[src/rtl/cut_bist_controller.sv]
// BIST sequencer: LFSR patterns drive the CUT, each held SETTLE cycles, responses folded into a MISR.
// Start to done takes 2 + num_pat*(SETTLE+1) cycles; start is ignored while busy, abort returns to IDLE.
module cut_bist_controller #(
    parameter int              N_IN   = 32,
    parameter int              N_OUT  = 32,
    parameter int              PAT_W  = 16,
    parameter int              SETTLE = 2,
    parameter logic [N_IN-1:0]  LTAPS  = 32'h80200003,
    parameter logic [N_OUT-1:0] MTAPS  = 32'h80200003
) (
    input  logic              clk,
    input  logic              rst,
    input  logic              start,
    input  logic              abort,
    input  logic [PAT_W-1:0]  num_pat,
    input  logic [N_IN-1:0]   seed,
    input  logic [N_OUT-1:0]  golden,
    output logic [N_IN-1:0]   cut_in,
    input  logic [N_OUT-1:0]  cut_out,
    output logic              busy,
    output logic              done,
    output logic              pass,
    output logic [N_OUT-1:0]  signature,
    output logic [PAT_W-1:0]  pat_cnt
);

    localparam int SW = (SETTLE > 1) ? $clog2(SETTLE) : 1;

    typedef enum logic [2:0] {
        S_IDLE,
        S_LOAD,
        S_APPLY,
        S_CAPTURE,
        S_DONE
    } state_t;

    state_t            state, state_nxt;
    logic [N_IN-1:0]   lfsr;
    logic [N_OUT-1:0]  misr;
    logic [PAT_W-1:0]  cnt, num_q;
    logic [PAT_W-1:0]  cnt_inc;
    logic [SW-1:0]     settle;

    assign cnt_inc = cnt + PAT_W'(1);

    always_ff @(posedge clk or posedge rst) begin
        if (rst) begin
            state <= S_IDLE;
        end else begin
            state <= state_nxt;
        end
    end

    always_comb begin
        state_nxt = state;
        case (state)
            S_IDLE: begin
                if (start && !abort) state_nxt = S_LOAD;
            end
            S_LOAD: begin
                if (abort)                 state_nxt = S_IDLE;
                else if (num_pat == '0)    state_nxt = S_DONE;
                else                       state_nxt = S_APPLY;
            end
            S_APPLY: begin
                if (abort)                 state_nxt = S_IDLE;
                else if (settle == '0)     state_nxt = S_CAPTURE;
            end
            S_CAPTURE: begin
                // abort outranks the final capture's move to DONE
                if (abort)                 state_nxt = S_IDLE;
                else if (cnt_inc == num_q) state_nxt = S_DONE;
                else                       state_nxt = S_APPLY;
            end
            S_DONE: begin
                if (start) state_nxt = abort ? S_IDLE : S_LOAD;
            end
            default: state_nxt = S_IDLE;
        endcase
    end

    // An aborted cycle leaves the datapath untouched so partial results stay visible.
    always_ff @(posedge clk or posedge rst) begin
        if (rst) begin
            lfsr   <= '0;
            misr   <= '0;
            cnt    <= '0;
            num_q  <= '0;
            settle <= '0;
        end else if (!abort) begin
            case (state)
                S_LOAD: begin
                    lfsr   <= (seed == '0) ? N_IN'(1) : seed;
                    misr   <= '0;
                    cnt    <= '0;
                    num_q  <= num_pat;
                    settle <= SW'(SETTLE - 1);
                end
                S_APPLY: begin
                    if (settle != '0) settle <= settle - SW'(1);
                end
                S_CAPTURE: begin
                    misr   <= {misr[N_OUT-2:0], ^(misr & MTAPS)} ^ cut_out;
                    lfsr   <= {lfsr[N_IN-2:0], ^(lfsr & LTAPS)};
                    cnt    <= cnt_inc;
                    settle <= SW'(SETTLE - 1);
                end
                default: ;
            endcase
        end
    end

    assign cut_in    = lfsr;
    assign signature = misr;
    assign pat_cnt   = cnt;
    assign busy      = (state == S_LOAD) || (state == S_APPLY) || (state == S_CAPTURE);
    assign done      = (state == S_DONE);
    assign pass      = done && (misr == golden);

endmodule
[config.mk]
export PLATFORM = sky130hd
export DESIGN_NAME = cut_bist_controller
export DESIGN_NICKNAME = d
export VERILOG_FILES = /design/src/rtl/cut_bist_controller.sv
export SDC_FILE = /design/constraint.sdc
export NUM_CORES = 1
export LEC_CHECK = 0
export BUFFER_PORTS_ARGS = -buffer_cell sky130_fd_sc_hd__buf_2
export CAP_MARGIN = 20
export CORE_MARGIN = 5
export CORE_UTILIZATION = 23
export DETAILED_ROUTE_END_ITERATION = 8
export GPL_ROUTABILITY_DRIVEN = 0
export GPL_TIMING_DRIVEN = 1
export SETUP_SLACK_MARGIN = 0.5
export SLEW_MARGIN = 5
export SYNTH_ARGS = -nofsm -noshare
export SYNTH_HDL_FRONTEND = slang
export SYNTH_SLANG_ARGS = --single-unit
[constraint.sdc]
create_clock -name clk -period 6.08 [get_ports clk]
set_input_delay 1.216 -clock clk [delete_from_list [all_inputs] [get_ports clk]]
set_output_delay 1.216 -clock clk [all_outputs]
set_load 0.05 [all_outputs]
==> results.md <==
- Status: finished clean
- Commonest non-fill, non-tap cell in the layout: buf_2
- Pins Over Slew Limit: 0
- Hold endpoint: settle
- Overall Global Routing Usage: 12.6%
- Core footprint: 24,200 µm²
- Critical path type: input pin to primary output
- Syn Nets: 722
- TNS Setup: 0 ns
- Hold Startpoint: settle
- Multi-input gate area: 2910 µm²
- Setup slack, reg-to-reg: 3.73 ns
- Sequential cell area: 2500 µm²
- Crit path cell chain: buf_2 > xor2_1 > nor4_1 > nand4_1 > nor4_1 > nand4_1 > nor4_1 > buf_2
- Die area: 27,600 µm²
- CTS tree: yes
- Number of remaining DRC errors: 0
- DRT antenna net count: 0
- Finished Cell Area: 7150 µm²
- Worst R2R Path Depth: 5
- Mapped Area: 5610 µm²
- Hold Crit Depth: 2
- Synth warn: 0
- Iteration count of the initial detailed-routing pass: 4
- Worst Path Arrival: 2.85 ns
- RSZ-0062 raised after global routing: no
- Register area share after synthesis: 44.6%
- Final period utilization: 66.9%
- Routed len/inst: 15.6 µm
- Maximum clock path buffer count: 2
- Max Clock Skew: 0.00865 ns
- First-pass GRT wire length: 28.4 mm
- Critical Path Slowest Stage Cell: buf_2
- Critical Path Fanout Max: 1
- Placed Instance Area: 6870 µm²
- Total detailed-routing wirelength: 17.3 mm
- Via Count: 5,113
- Max IR drop VDD: 0.148 mV
- Tmin final: 4.07 ns
- PwrDens: 345 nW/µm²
- Post-CTS resize count: 0
- Fill cells: 2,553
- Synth Instances: 605
- Cts hold-fix bufs: 0
- Number of diodes: 0
- Total global routing overflow: 0
- Number of buffers created by CTS: 9
- Most frequent cells in the layout: buf_2 (198), nand2_1 (99), dfrtp_1 (99)
- Setup-failing EPs final: 0
- Synthesized flop and latch total: 100
- Met2 Use GR: 20.8%
- Port bufs: 198
- Chip width: 166 µm
- Die Height: 166 µm
- Initial antenna violation count: 1
- M1 GR Usage: 15.9%
- Clock Pin Slew Worst Setup and Hold Paths: 0.07 ns
- CP dominant cell by count: nor4_1
- Top cell type's share of synthesized area: 44.6%
- Synth area leaders: dfrtp_1 (45%), xor2_1 (7.7%), nand2_1 (6.7%), xnor2_1 (5.9%), nor2_1 (4.1%)
- Core Rows: 57
- Clk_lat worst skew: 0.35 ns
- Total Power: 2.47 mW
- Largest net degree at the start of global routing: 79
- Final Hold Fails: 0
- Sink Count: 100
- Leak: 3.46 nW
- CP Capture Type: primary output
- CP max stage delay: 0.31 ns
- Slew @ Worst Pin: 0.914 ns
- Syn Area/Cell: 9.27 µm²
- Synth area leader: dfrtp_1
- Final nets: 899
- CP Launch Point: golden[6]
- Post-CTS setup buffer count: 0
- Number of synthesized flops with an enable pin: 0
- Busiest grt layer: met2
- Data required time at the worst endpoint: 4.86 ns
- # H-tree levels: 3
- Starting density of the core: 23.2%
- I/O pin total: 199
- Vias in the first global route: 5,363
- Max Fclk: 246 MHz
- Total of max-cap violations: 0
- Detailed Place HPWL: 12.7 mm
- Crit start category: input pin
- Asr flop ratio synth: 100%
- Area Overhead vs Synth: 27.6%
- Reg2reg start: state[1]
- Met3 Use GR: 3.43%
- Fraction of layout cells with a size suffix above 1: 31.6%
- Initial DRC count: 328
- Buffer type at the clock tree root: clkbuf_16
- Slew HR: 39.1%
- Number of distinct library cells after synthesis: 53
- Via density: 4.61
- Reg2reg end: cut_in[31]
- Hold Path Class: register to register
- Synth Flop Type: dfrtp_1
cell usage after synthesis (2+ instances only):
cell type / n
dfrtp_1: 100
buf_4: 4
mux2_2: 17
nand4_1: 12
and4_1: 3
nor3_1: 14
and2_1: 2
o21ai_0: 18
nand3_1: 41
inv_1: 5
nand2b_1: 2
buf_1: 4
clkbuf_1: 24
a21o_1: 2
xor2_1: 49
o22ai_1: 2
and3_1: 2
nand2_1: 100
nor4_1: 20
o31ai_1: 3
buf_6: 3
buf_2: 2
a221oi_1: 23
nor2_1: 61
mux2i_1: 10
xnor2_1: 38
o32ai_1: 2
a21oi_1: 10
a22o_1: 8
state kept, by name (all words and copies together), names as in the netlist:
name       cells
num_q         16
signature     32
settle         1
state          3
cut_in        32
pat_cnt       16
worst max path at each step:
stage,end,slack (ns),cells past startpoint
floorplan,pass,1.24,6
global placement,pass,2.00,8
detailed placement,pass,1.98,8
CTS,pass,1.97,8
global route,pass,1.89,8
finish,pass,2.01,8
cell type report:
class,count,area share (%)
Multi-Input combinational cell,463,40.8
Clock inverter,4,0.350
Clock buffer,11,3.53
Sequential cell,100,35.0
Tap cell,324,5.67
Inverter,5,0.297
Timing Repair Buffer,203,14.4
cell families (layout without fill, tap and decap cells):
kind of cell    Yosys count  count (layout)  share of synthesized area, %
mux                      27              27                          5.20
simple gates            271             271                          22.9
fa+ha+maj                 1               1                         0.223
xor+xnor                 87              87                          13.6
compound gates           77              77                          9.93
buf+inv                  42             223                          3.53
flops                   100             100                          44.6
power breakdown:
part,switching (mW),internal [mW],leakage [nW]
combinational,0.650,0.289,2.07
clock,0.255,0.297,0.133
sequential,0.163,0.812,1.26
total,1.07,1.40,3.46
layer usage:
metal | share of wire (%) | routed length, µm | up-vias
met5 | 0.12 | 20 | -
met4 | 2.1 | 367 | 2
met3 | 6.8 | 1170 | 24
met2 | 46 | 7990 | 171
met1 | 45 | 7740 | 2439
li1 | - | - | 2477
worst max-delay path, delay by kind of cell:
family	cells	cell delay (ns)
xor+xnor	1	0.14
buf+inv	2	0.41
simple gates	5	1.08
per-stage QoR:
stage,hold slack (ns),utilization [%],std cells,setup WS [ns]
final,0.482,29.6,1110,2.01
after floorplan,0.446,-,605,1.24
after global placement,0.462,28.4,1095,2.00
after global routing,0.530,29.6,1110,1.89
after detailed placement,0.473,28.4,1095,1.98
after CTS,0.491,29.6,1110,1.97
(Power assumes the default switching activity.)
